$ cat config.mk
export PLATFORM = sky130hd
export DESIGN_NAME = pipe_stage_skid
export DESIGN_NICKNAME = d
export VERILOG_FILES = /design/src/rtl/pipe_pkg.sv /design/src/rtl/pipe_entry_reg.sv /design/src/rtl/pipe_stage_skid.sv
export SDC_FILE = /design/constraint.sdc
export NUM_CORES = 1
export LEC_CHECK = 0
export BUFFER_PORTS_ARGS = -buffer_cell sky130_fd_sc_hd__buf_2
export CORE_MARGIN = 2
export CORE_UTILIZATION = 40
export CTS_CLUSTER_DIAMETER = 80
export DETAILED_ROUTE_END_ITERATION = 10
export PLACE_DENSITY = 0.62
export SETUP_SLACK_MARGIN = 0.4
export SKIP_CTS_REPAIR_TIMING = 1
export SLEW_MARGIN = 20
export SYNTH_ARGS = -nofsm -noshare
export SYNTH_HDL_FRONTEND = slang
export SYNTH_SLANG_ARGS = --single-unit
$ cat constraint.sdc
create_clock -name clk -period 2.9 [get_ports clk]
set_input_delay 0.29 -clock clk [delete_from_list [all_inputs] [get_ports clk]]
set_output_delay 0.29 -clock clk [all_outputs]
set_load 0.05 [all_outputs]
$ cat src/rtl/pipe_pkg.sv
// Shared definitions for the valid/ready pipeline stage registers.
package pipe_pkg;

  typedef enum logic [1:0] {
    ST_EMPTY   = 2'd0,
    ST_FULL    = 2'd1,
    ST_SKIDDED = 2'd2
  } pipe_state_e;

  // Per-stage bundle widths
  localparam int unsigned IFID_DATA_W = 64;   // Instruction, pc
  localparam int unsigned IFID_CTRL_W = 14;
  localparam int unsigned IDEX_DATA_W = 192;  // Instruction, pc, BranchTarget, Op1, Op2, Immx
  localparam int unsigned IDEX_CTRL_W = 14;
  localparam int unsigned EXMA_DATA_W = 160;  // Instruction, pc, BranchTarget, Op2, AluResult1
  localparam int unsigned EXMA_CTRL_W = 14;
  localparam int unsigned MARW_DATA_W = 128;  // Instruction, pc, LdResult, AluResult
  localparam int unsigned MARW_CTRL_W = 14;

  // EX/MA control bit positions; an all-zero control word is a NOP
  localparam int unsigned IS_ST       = 0;
  localparam int unsigned IS_LD       = 1;
  localparam int unsigned IS_WB       = 2;
  localparam int unsigned IS_IMM      = 3;
  localparam int unsigned IS_BEQ      = 4;
  localparam int unsigned IS_BGT      = 5;
  localparam int unsigned IS_UBRANCH  = 6;
  localparam int unsigned IS_RET      = 7;
  localparam int unsigned IS_CALL     = 8;
  localparam int unsigned ALU_SIG_LSB = 9;
  localparam int unsigned ALU_SIG_MSB = 13;

  localparam logic [EXMA_CTRL_W-1:0] CTRL_NOP = '0;

  typedef struct packed {
    logic [31:0] instruction;
    logic [31:0] pc_current;
    logic [31:0] branch_target;
    logic [31:0] op2;
    logic [31:0] alu_result1;
  } exma_data_t;

endpackage

$ cat src/rtl/pipe_entry_reg.sv
// One data+control bundle register with load and synchronous clear; clear wins.
module pipe_entry_reg
  import pipe_pkg::*;
#(
  parameter int unsigned DATA_W = EXMA_DATA_W,
  parameter int unsigned CTRL_W = EXMA_CTRL_W
) (
  input  logic              clk,
  input  logic              reset_n,
  input  logic              load,
  input  logic              clear,
  input  logic [DATA_W-1:0] d_data,
  input  logic [CTRL_W-1:0] d_ctrl,
  output logic [DATA_W-1:0] q_data,
  output logic [CTRL_W-1:0] q_ctrl
);

  always_ff @(posedge clk or negedge reset_n) begin
    if (!reset_n) begin
      q_data <= '0;
      q_ctrl <= '0;
    end else if (clear) begin
      q_data <= '0;
      q_ctrl <= '0;
    end else if (load) begin
      q_data <= d_data;
      q_ctrl <= d_ctrl;
    end
  end

endmodule

$ cat src/rtl/pipe_stage_skid.sv
// Valid/ready pipeline stage register with optional skid entry, flush to NOP
// and a saturating stall-cycle counter.
module pipe_stage_skid
  import pipe_pkg::*;
#(
  parameter int unsigned DATA_W  = EXMA_DATA_W,
  parameter int unsigned CTRL_W  = EXMA_CTRL_W,
  parameter bit          SKID    = 1'b1,
  parameter int unsigned STALL_W = 16
) (
  input  logic               clk,
  input  logic               reset_n,
  input  logic               in_valid,
  output logic               in_ready,
  input  logic [DATA_W-1:0]  in_data,
  input  logic [CTRL_W-1:0]  in_ctrl,
  output logic               out_valid,
  input  logic               out_ready,
  output logic [DATA_W-1:0]  out_data,
  output logic [CTRL_W-1:0]  out_ctrl,
  input  logic               flush,
  output logic [STALL_W-1:0] stall_cnt
);

  pipe_state_e       state, state_nxt;
  logic              in_fire, out_fire;
  logic              main_load, main_clr, main_from_skid;
  logic              skid_load, skid_clr;
  logic [DATA_W-1:0] main_d_data, skid_data;
  logic [CTRL_W-1:0] main_d_ctrl, skid_ctrl;

  assign in_fire  = in_valid & in_ready;
  assign out_fire = out_valid & out_ready;

  always_ff @(posedge clk or negedge reset_n) begin
    if (!reset_n) begin
      state     <= ST_EMPTY;
      out_valid <= 1'b0;
    end else begin
      state     <= state_nxt;
      out_valid <= (state_nxt != ST_EMPTY);
    end
  end

  // Next state and entry control; flush overrides every transfer
  always_comb begin
    state_nxt      = state;
    main_load      = 1'b0;
    main_clr       = 1'b0;
    main_from_skid = 1'b0;
    skid_load      = 1'b0;
    skid_clr       = 1'b0;
    if (flush) begin
      state_nxt = ST_EMPTY;
      main_clr  = 1'b1;
      skid_clr  = 1'b1;
    end else begin
      unique case (state)
        ST_EMPTY: begin
          if (in_fire) begin
            state_nxt = ST_FULL;
            main_load = 1'b1;
          end
        end
        ST_FULL: begin
          if (in_fire && out_fire) begin
            main_load = 1'b1;
          end else if (in_fire) begin
            // Only reachable with a skid entry; without one in_ready blocks it
            if (SKID) begin
              state_nxt = ST_SKIDDED;
              skid_load = 1'b1;
            end
          end else if (out_fire) begin
            state_nxt = ST_EMPTY;
            main_clr  = 1'b1;
          end
        end
        ST_SKIDDED: begin
          if (out_fire) begin
            state_nxt      = ST_FULL;
            main_load      = 1'b1;
            main_from_skid = 1'b1;
            skid_clr       = 1'b1;
          end
        end
        default: state_nxt = ST_EMPTY;
      endcase
    end
  end

  assign main_d_data = main_from_skid ? skid_data : in_data;
  assign main_d_ctrl = main_from_skid ? skid_ctrl : in_ctrl;

  // Main entry drives the outputs; it is cleared whenever it empties
  pipe_entry_reg #(.DATA_W(DATA_W), .CTRL_W(CTRL_W)) u_main (
    .clk    (clk),
    .reset_n(reset_n),
    .load   (main_load),
    .clear  (main_clr),
    .d_data (main_d_data),
    .d_ctrl (main_d_ctrl),
    .q_data (out_data),
    .q_ctrl (out_ctrl)
  );

  if (SKID) begin : g_skid
    logic in_ready_q;

    always_ff @(posedge clk or negedge reset_n) begin
      if (!reset_n) in_ready_q <= 1'b1;
      else          in_ready_q <= (state_nxt != ST_SKIDDED);
    end

    assign in_ready = in_ready_q;

    pipe_entry_reg #(.DATA_W(DATA_W), .CTRL_W(CTRL_W)) u_skid (
      .clk    (clk),
      .reset_n(reset_n),
      .load   (skid_load),
      .clear  (skid_clr),
      .d_data (in_data),
      .d_ctrl (in_ctrl),
      .q_data (skid_data),
      .q_ctrl (skid_ctrl)
    );
  end else begin : g_noskid
    logic unused_skid_ctl;

    assign in_ready        = out_ready | ~out_valid;
    assign skid_data       = '0;
    assign skid_ctrl       = '0;
    assign unused_skid_ctl = skid_load ^ skid_clr;
  end

  // Saturating count of cycles with a held bundle that downstream refuses
  always_ff @(posedge clk or negedge reset_n) begin
    if (!reset_n) begin
      stall_cnt <= '0;
    end else if (out_valid && !out_ready && (stall_cnt != {STALL_W{1'b1}})) begin
      stall_cnt <= stall_cnt + STALL_W'(1);
    end
  end

endmodule

==> results of run 1 <==
[metal layers]
| metal | vias to the layer above | global-route usage (%) |
|---|---|---|
| li1 | 5148 | - |
| met1 | 5849 | 27.82 |
| met2 | 350 | 30.06 |
| met3 | 79 | 6.319 |
| met4 | 4 | 8.438 |
| met5 | - | 0 |
[kinds of logic after synthesis]
family | Yosys count | share of synthesized area, %
buf+inv | 102 | 3.261
compound gates | 365 | 21.02
fa+ha+maj | 1 | 0.08297
flops | 368 | 61.09
simple gates | 51 | 2.158
xor+xnor | 9 | 0.5229
mux | 178 | 11.87
[Yosys cell counts (2+ instances only)]
master	n	area share [%]
dfrtp_1	367	61
mux2i_1	175	12
a22o_1	174	10
o2bb2ai_1	174	10
buf_2	69	2.3
clkbuf_1	12	0.30
nand2_1	10	0.25
buf_1	9	0.22
xor2_1	9	0.52
nor2_1	8	0.20
a21oi_1	6	0.20
buf_4	6	0.30
inv_1	6	0.15
nand3_1	5	0.17
nor3_1	5	0.17
nor4_1	4	0.17
nand2b_1	3	0.12
nand4_1	2	0.083
nand4_2	2	0.17
nor3_2	2	0.13
nor4_2	2	0.17
o21ai_0	2	0.066
o31ai_1	2	0.10
[cell usage in the layout (no fill, tap or decap), types with 2 or more instances in the layout]
master	netlist	final
clkbuf_1	12	12
nor4_1	4	4
buf_12	0	12
o2bb2ai_1	174	174
o31ai_1	2	2
inv_1	6	6
xor2_1	9	9
clkbuf_8	0	9
a22o_1	174	174
buf_4	6	6
mux2i_1	175	175
nand2b_1	3	3
buf_2	69	369
nor3_4	0	2
nor3_1	5	3
dlygate4sd3_1	0	167
nand4_1	2	2
o21ai_0	2	2
nor3_2	2	2
a21oi_1	6	6
nor4_2	2	2
nand4_2	2	2
clkbuf_16	0	43
nand2_1	10	10
nor2_1	8	8
inv_6	0	2
nand3_1	5	5
clkinv_2	0	8
dfrtp_1	367	367
[area by class of cell]
type	instances	share of cell area, %
inverters	6	0.1103
flip-flops and latches	368	45.10
well taps	511	3.131
clock inverters	11	0.3247
repair buffers	556	18.75
clock buffers	64	6.096
multi-input cells	604	26.49
[report_power, final]
part | internal (mW) | switching (mW) | total, mW | leakage (nW)
logic | 0.807 | 1.98 | 2.78 | 3.95
registers | 5.55 | 0.284 | 5.83 | 5.00
clock network | 2.96 | 2.11 | 5.07 | 0.653
total | 9.32 | 4.37 | 13.7 | 9.60
[stage by stage]
stage,hold slack [ns],setup slack [ns],instances
after floorplan,-0.005591,0.8124,1074
after global placement,0.2874,0.6467,1878
after detailed placement,0.2898,0.5657,1878
after CTS,-0.3151,0.5819,1953
after global routing,0.00001599,0.6674,2120
final,-0.005220,0.7902,2120
[worst max-delay path, cell delays in order, from the launching register on]
cell       delay (ns)
dfrtp_1          0.42
nand2b_4         0.19
nor3_4           0.28
buf_12           0.53
mux2i_1          0.30
o2bb2ai_1        0.09
[registers in the layout, summed over array words and instances (netlist names)]
name and flops:
state 2, u_main.q_data 160, u_main.q_ctrl 14, in_ready 1, stall_cnt 16, out_valid 1
g_skid.u_skid.q_ctrl 14, g_skid.u_skid.q_data 160
[how the worst max path moves through the flow]
stage,slack [ns],end,start
floorplan,0.81,stall_cnt[1],stall_cnt[0]
detailed placement,0.57,u_main.q_data[22],state[1]
finish,0.79,u_main.q_data[0],state[0]
global route,0.67,u_main.q_data[0],state[0]
CTS,0.58,u_main.q_data[14],state[1]
global placement,0.65,u_main.q_data[150],state[1]
==> impl_metrics.tcl, run 1 <==
set metrics [dict create \
    ctsHtreeMaxLevel 2 \
    whs_endpoint "g_skid.u_skid.q_data[146]" \
    syn_to_final_growth_pct 35.45 \
    antenna_found_initial 3 \
    grt_pass1_vias 10940 \
    multi_input_area_mm2 0.005409 \
    place.detailed.hpwl_um 24250 \
    skew_ns 0.01343 \
    fp.dieH_um 198.1 \
    drive_gt1_share_pct 29.27 \
    clk_latency_ns 0.55 \
    cts_tree "yes" \
    fillCellCount 3161 \
    top_layer "met5" \
    fin_total_pwr_mw 13.68 \
    synth-seq-cells 368 \
    period_minus_slack_ns 2.110 \
    ys_warn_count 0 \
    diodes 0 \
    hold_viol 2 \
    relSlewSlack_pct 43.60 \
    track_usage_pct 20.36 \
    wl_met2_um 19710 \
    worstPathRequired_ns 3.29 \
    violations "negative hold slack" \
    r2r_start "state[0]" \
    num-nets-final 1758 \
    final_max_slew_viol_count 0 \
    seq_area_mm2 0.009210 \
    met1_length_um 18170 \
    postRouteAntennaNets 0 \
    stdcell_area_mm2 0.02042 \
    cts_buffers 42 \
    start_util_pct 40.31 \
    crit_type "reg -> reg" \
    grt_overflow_total 0 \
    routedWlPerCell_um 19.78 \
    cts_max_path_buffers 3 \
    critPathLaunchType "flop" \
    synth_ff_type "dfrtp_1" \
    syn_area_per_cell_um2 14.04 \
    vdd.ir_drop.worst_v 0.0003936 \
    dieArea_mm2 0.03926 \
    avgViaCountPerCell 5.392 \
    yosysSeqAreaShare_pct 61.09 \
    gp_congestion 0.7404 \
    max_freq_ghz 0.4740 \
    rsz0062_at_grt "no" \
    finalCritPeriodShare_pct 72.75 \
    wl_um 41940 \
    r2r_cells 5 \
    port_buffers 370 \
    synth_edf_count 0 \
    whs_ns -0.005220 \
    die-width_um 198.1 \
    num_rows 71 \
    maxCapViolations 0 \
    cp.arrival_ns 2.50 \
    worstMarginPinSlew_ns 0.8460 \
    syn_nets 1254 \
    final_core_util_pct 54.61 \
    synthArstFlopShare_pct 100.0 \
    pin_count 371 \
    power_density_mw_per_mm2 670.1 \
    grt_start_max_net_pins 96 \
    whs_path_depth 2 \
    leakage_nw 9.599 \
    first_iter_violations 656 \
    vias 11430 \
    core_area_mm2 0.03740 \
    syn_area_mm2 0.01508 \
    endpoint_kind "flop" \
    root_buffer "clkbuf_16" \
    hp-class "in -> reg" \
    min_from "in_data[146]" \
    rrSetupSlack_ns 0.79 \
    dpl_cell_area_mm2 0.01744 \
    wl_met3_um 2883 \
    synth.distinct_cells 43 \
    reg2reg_to "u_main.q_data[0]" \
    firstDrtPassIters 4 \
    critPathMaxFanout 94 \
    postSynthCellCount 1074 \
    cts.sinks 368 \
    drc_errors 0 \
    tns_ns 0 \
    setup_violations 0 \
    clkTransAtPathRegs_ns 0.06 \
    status "finished with violations" \
    grt_first_pass_wirelength_um 63100 \
]
Note: power is estimated with default switching activity, not from simulation.
==> inputs of run 2 (changes only) <==
--- a/config.mk
+++ b/config.mk
@@ -10,7 +10,7 @@
 export CORE_UTILIZATION = 40
 export CTS_CLUSTER_DIAMETER = 80
 export DETAILED_ROUTE_END_ITERATION = 10
-export PLACE_DENSITY = 0.62
+export PLACE_DENSITY = 0.64
 export SETUP_SLACK_MARGIN = 0.4
 export SKIP_CTS_REPAIR_TIMING = 1
 export SLEW_MARGIN = 20
==> constraint.sdc (replaced) <==
create_clock -name clk -period 1.79 [get_ports clk]
set_input_delay 0.179 -clock clk [delete_from_list [all_inputs] [get_ports clk]]
set_output_delay 0.179 -clock clk [all_outputs]
set_load 0.05 [all_outputs]
==> impl_metrics.tcl, run 2 (synthesized netlist as in run 1, its figures left out) <==
set metrics [dict create \
    status "finished with violations" \
    violations "negative setup slack" \
    crit_family "flip-flops" \
    pin_count 371 \
    hold_viol 0 \
    grt_pass1_vias 11260 \
    root_buffer "clkbuf_16" \
    syn_to_final_growth_pct 55.24 \
    crit_type "reg -> reg" \
    drive_gt1_share_pct 46.50 \
    period_minus_slack_ns 1.832 \
    clk_latency_ns 0.56 \
    setup_slack_ns -0.04190 \
    p_int_mw 16.27 \
    endpoint_kind "flop" \
    avgViaCountPerCell 5.427 \
    worstMarginPinSlew_ns 0.6148 \
    num-nets-final 1861 \
    leakage_nw 10.84 \
    crit_buf_inv 1 \
    grt_first_pass_wirelength_um 64920 \
    cts.sinks 368 \
    dp_slack_ns 0.03535 \
    critPathMaxFanout 81 \
    clkPwrFrac_pct 36.9 \
    cts_max_path_buffers 3 \
    gp_congestion 0.7941 \
    vdd.ir_drop.worst_v 0.0005751 \
    cp.arrival_ns 2.26 \
    max_freq_ghz 0.5459 \
    die-width_um 198.1 \
    dieArea_mm2 0.03926 \
    layout_common_cells "369 x buf_2, 350 x dfrtp_1, 175 x dlygate4sd3_1" \
    clkTransAtPathRegs_ns 0.06 \
    path_cells "nand3b_1 > nor2_1 > nor3_4 > clkbuf_16 > a22o_1" \
    final_max_slew_viol_count 0 \
    rsz0062_at_grt "yes" \
    p_sw_share_pct 31.65 \
    relSlewSlack_pct 59.01 \
    vias 12070 \
    drc_errors 0 \
    routedWlPerCell_um 21.07 \
    top_regs "g_skid.u_skid.q_data: 160 flops, u_main.q_data: 160 flops, stall_cnt: 16 flops" \
    seq_power_share_pct 40.2 \
    worstPathRequired_ns 2.22 \
    cts_buffers 41 \
    power_density_mw_per_mm2 1017 \
    ctsHtreeMaxLevel 2 \
    finalCritPeriodShare_pct 102.3 \
    antenna_found_initial 2 \
    critPathLaunchType "flop" \
    setup_violations 39 \
    pwr-share-comb_pct 22.9 \
    p_sw_mw 7.537 \
    cts_tree "yes" \
    whs_ns 0.04405 \
    place.detailed.hpwl_um 28060 \
    final_common_cell "buf_2" \
    track_usage_pct 21.04 \
    critPathSlowestCell "dfstp_2" \
    hp-class "in -> reg" \
    wl_um 46860 \
    firstDrtPassIters 4 \
    grt_overflow_total 0 \
    grt_start_max_net_pins 82 \
    num_rows 71 \
    start_util_pct 40.31 \
    skew_ns 0.01630 \
    first_iter_violations 483 \
    stdcell_area_mm2 0.02340 \
    max_stage_delay_ns 0.55 \
    fillCellCount 2848 \
    fin_total_pwr_mw 23.81 \
    fp.dieH_um 198.1 \
    port_buffers 370 \
    postRouteAntennaNets 0 \
    core_area_mm2 0.03740 \
    maxCapViolations 0 \
    dpl_cell_area_mm2 0.01935 \
]
-- run 2: per-stage QoR --
stage	util, %	cells	setup TNS, ns
global placement	51.75	1938	0
floorplan	-	1074	-0.06747
global route	62.57	2223	-7.143
detailed placement	51.75	1938	0
finish	62.58	2224	-0.4113
CTS	55.53	2012	-0.007686
-- run 2: worst paths after layout --
kind	startpoint	endpoint	slack, ns	depth (start not counted)
worst max-delay path	in_ready	g_skid.u_skid.q_data[69]	-0.04	5
worst min-delay path	flush	out_valid	0.04	3
worst max register to register	in_ready	g_skid.u_skid.q_data[69]	-0.04	5
worst min register to register	u_main.q_data[154]	u_main.q_data[154]	0.49	1
max in group asynchronous	reset_n	u_main.q_ctrl[11]	0.90	3
min in group asynchronous	reset_n	u_main.q_data[37]	0.11	2
-- run 2: power groups by stage --
stage	Combinational, mW	Sequential [mW]	Clock (mW)
3_3_place_gp	4.88	9.66	0
2_1_floorplan	1.75	11.3	0
6_report	5.45	9.57	8.80
5_1_grt	5.73	9.65	9.35
3_5_place_dp	4.94	9.68	0
4_1_cts	4.95	9.55	8.99
-- run 2: cell type report --
class | count | area [um2] | area share, %
tap | 511 | 639.4 | 2.732
inverter | 6 | 22.52 | 0.09623
clock inverter | 16 | 221.5 | 0.9462
antenna | 1 | 2.502 | 0.01069
timing repair buffer | 660 | 5394 | 23.05
multi-input combinational | 604 | 6701 | 28.63
sequential | 368 | 9231 | 39.44
clock buffer | 58 | 1192 | 5.095
-- run 2: routing by layer --
| metal | global-route usage (%) | wire length [um] | vias to the layer above |
|---|---|---|---|
| met5 | 0 | 7 | - |
| met4 | 7.797 | 1283 | 2 |
| met3 | 4.241 | 2524 | 83 |
| met2 | 32.38 | 22320 | 403 |
| met1 | 29.45 | 20730 | 6190 |
| li1 | - | - | 5392 |
-- run 2: worst min-delay path: cells and delay by family --
kind | cells | cell delay, ns
AO/OA/AOI/OAI | 1 | 0.05
buffers and inverters | 2 | 0.31
==> inputs of run 3 (changes only) <==
--- a/config.mk
+++ b/config.mk
@@ -10,7 +10,7 @@
 export CORE_UTILIZATION = 40
 export CTS_CLUSTER_DIAMETER = 80
 export DETAILED_ROUTE_END_ITERATION = 10
-export PLACE_DENSITY = 0.64
+export PLACE_DENSITY = 0.62
 export SETUP_SLACK_MARGIN = 0.4
 export SKIP_CTS_REPAIR_TIMING = 1
 export SLEW_MARGIN = 20
==> constraint.sdc (replaced) <==
create_clock -name clk -period 1.7 [get_ports clk]
set_input_delay 0.17 -clock clk [delete_from_list [all_inputs] [get_ports clk]]
set_output_delay 0.17 -clock clk [all_outputs]
set_load 0.05 [all_outputs]
==> impl_metrics.tcl, run 3 (synthesized netlist as in run 1, its figures left out) <==
set metrics [dict create \
    path_cells "nand2b_4 > buf_6 > nor3_4 > buf_6 > buf_12 > buf_12 > mux2i_1 > o2bb2ai_2" \
    final_common_cell "buf_2" \
    ctsHtreeMaxLevel 2 \
    grt_start_max_net_pins 67 \
    hold_viol 0 \
    layout_common_cells "369 x buf_2, 350 x dfrtp_1, 175 x dlygate4sd3_1" \
    firstDrtPassIters 5 \
    fillCellCount 2676 \
    period_minus_slack_ns 1.838 \
    clk_latency_ns 0.56 \
    violations "negative setup slack" \
    final_core_util_pct 64.56 \
    rsz0062_at_grt "yes" \
    crit_buf_inv 4 \
    crit_family "buffers and inverters" \
    grt_first_pass_wirelength_um 65960 \
    postRouteAntennaNets 0 \
    max_stage_delay_ns 0.39 \
    core_area_mm2 0.03740 \
    first_iter_violations 492 \
    syn_to_final_growth_pct 60.15 \
    root_buffer "clkbuf_16" \
    max_freq_ghz 0.5442 \
    fin_total_pwr_mw 25.69 \
    cts_buffers 42 \
    gp_congestion 0.7698 \
    top_regs "g_skid.u_skid.q_data: 160 flops, u_main.q_data: 160 flops, stall_cnt: 16 flops" \
    start_util_pct 40.31 \
    crit_type "reg -> reg" \
    place.detailed.hpwl_um 28810 \
    fin_cells 2268 \
    die-width_um 198.1 \
    critPathMaxFanout 14 \
    antenna_found_initial 2 \
    setup_violations 290 \
    grt_overflow_total 0 \
    leakage_nw 11.24 \
    placed_cells 1964 \
    grt_pass1_vias 11560 \
    drive_gt1_share_pct 49.23 \
    routedWlPerCell_um 21.79 \
    drc_errors 0 \
    relSlewSlack_pct 70.66 \
    hp-class "in -> reg" \
    num_rows 71 \
    cts_max_path_buffers 3 \
    final_max_slew_viol_count 0 \
    power_density_mw_per_mm2 1064 \
    avgViaCountPerCell 5.425 \
    worstMarginPinSlew_ns 0.4401 \
    vdd.ir_drop.worst_v 0.0007524 \
    critPathLaunchType "flop" \
    maxCapViolations 0 \
    clkTransAtPathRegs_ns 0.06 \
    fp.dieH_um 198.1 \
    cp.arrival_ns 2.27 \
    endpoint_kind "flop" \
    vias 12310 \
    pin_count 371 \
    dieArea_mm2 0.03926 \
    skew_ns 0.01233 \
    setup_slack_ns -0.1375 \
    track_usage_pct 21.36 \
    cts.sinks 368 \
    num-nets-final 1903 \
    wl_um 49420 \
    dp_slack_ns -0.1949 \
    worstPathRequired_ns 2.13 \
    cts_tree "yes" \
    status "finished with violations" \
    critPathSlowestCell "dfrtp_1" \
    port_buffers 370 \
    finalCritPeriodShare_pct 108.1 \
]
-- run 3: cell types whose count changed in the layout (fill, tap and decap cells not counted), sizes merged --
cell and change:
clkinv -5, buf +36, clkbuf +17, bufinv -2, diode +1, clkinvlp -2, inv -1
-- run 3: cell type report --
cell class              count  area [um2]  share of cell area (%)
diodes                      2       5.005                 0.02073
repair buffers            701        5873                   24.32
clock buffers              70        1350                   5.591
multi-input cells         604        6919                   28.66
clock inverters             6       105.1                  0.4353
well taps                 511       639.4                   2.648
inverters                   6       22.52                 0.09327
flip-flops and latches    368        9231                   38.23
-- run 3: power breakdown --
group	switching (mW)	leakage (nW)	internal, mW
clock network	3.59	0.716	5.84
registers	0.596	4.97	9.49
logic	3.91	5.55	2.26
total	8.10	11.2	17.6
-- run 3: worst paths after layout --
kind                                   start                        end  slack [ns]  depth (start not counted)
setup / recovery                    state[0]          u_main.q_data[21]       -0.14                          8
hold / removal                         flush                   state[0]        0.05                          3
setup reg to reg                    state[0]          u_main.q_data[21]       -0.14                          8
hold reg to reg            u_main.q_data[43]          u_main.q_data[43]        0.49                          1
max in group asynchronous            reset_n  g_skid.u_skid.q_data[108]        0.81                          3
min in group asynchronous            reset_n   g_skid.u_skid.q_data[37]        0.10                          2
-- run 3: routing by layer --
layer  GRT usage, %  wire length, um  vias to the layer above
li1               -                -                     5496
met1          28.90            21180                     6307
met2          33.70            24010                      404
met3          4.752             2799                       96
met4          7.881             1425                        2
met5              0               13                        -
-- run 3: per-stage QoR --
step | TNS [ns] | hold slack, ns | area (um2)
finish | -17.57 | 0.04705 | 24150
floorplan | -5.460 | -0.1256 | 16650
global route | -38.81 | 0.03998 | 24140
detailed placement | -26.99 | 0.08154 | 19420
CTS | -31.12 | -0.5113 | 20880
global placement | -81.98 | 0.08122 | 19400
-- run 3: tightest hold or removal path, cell delays in order --
cell and delay [ns]:
buf_2 0.12, buf_4 0.19, nor2_1 0.06
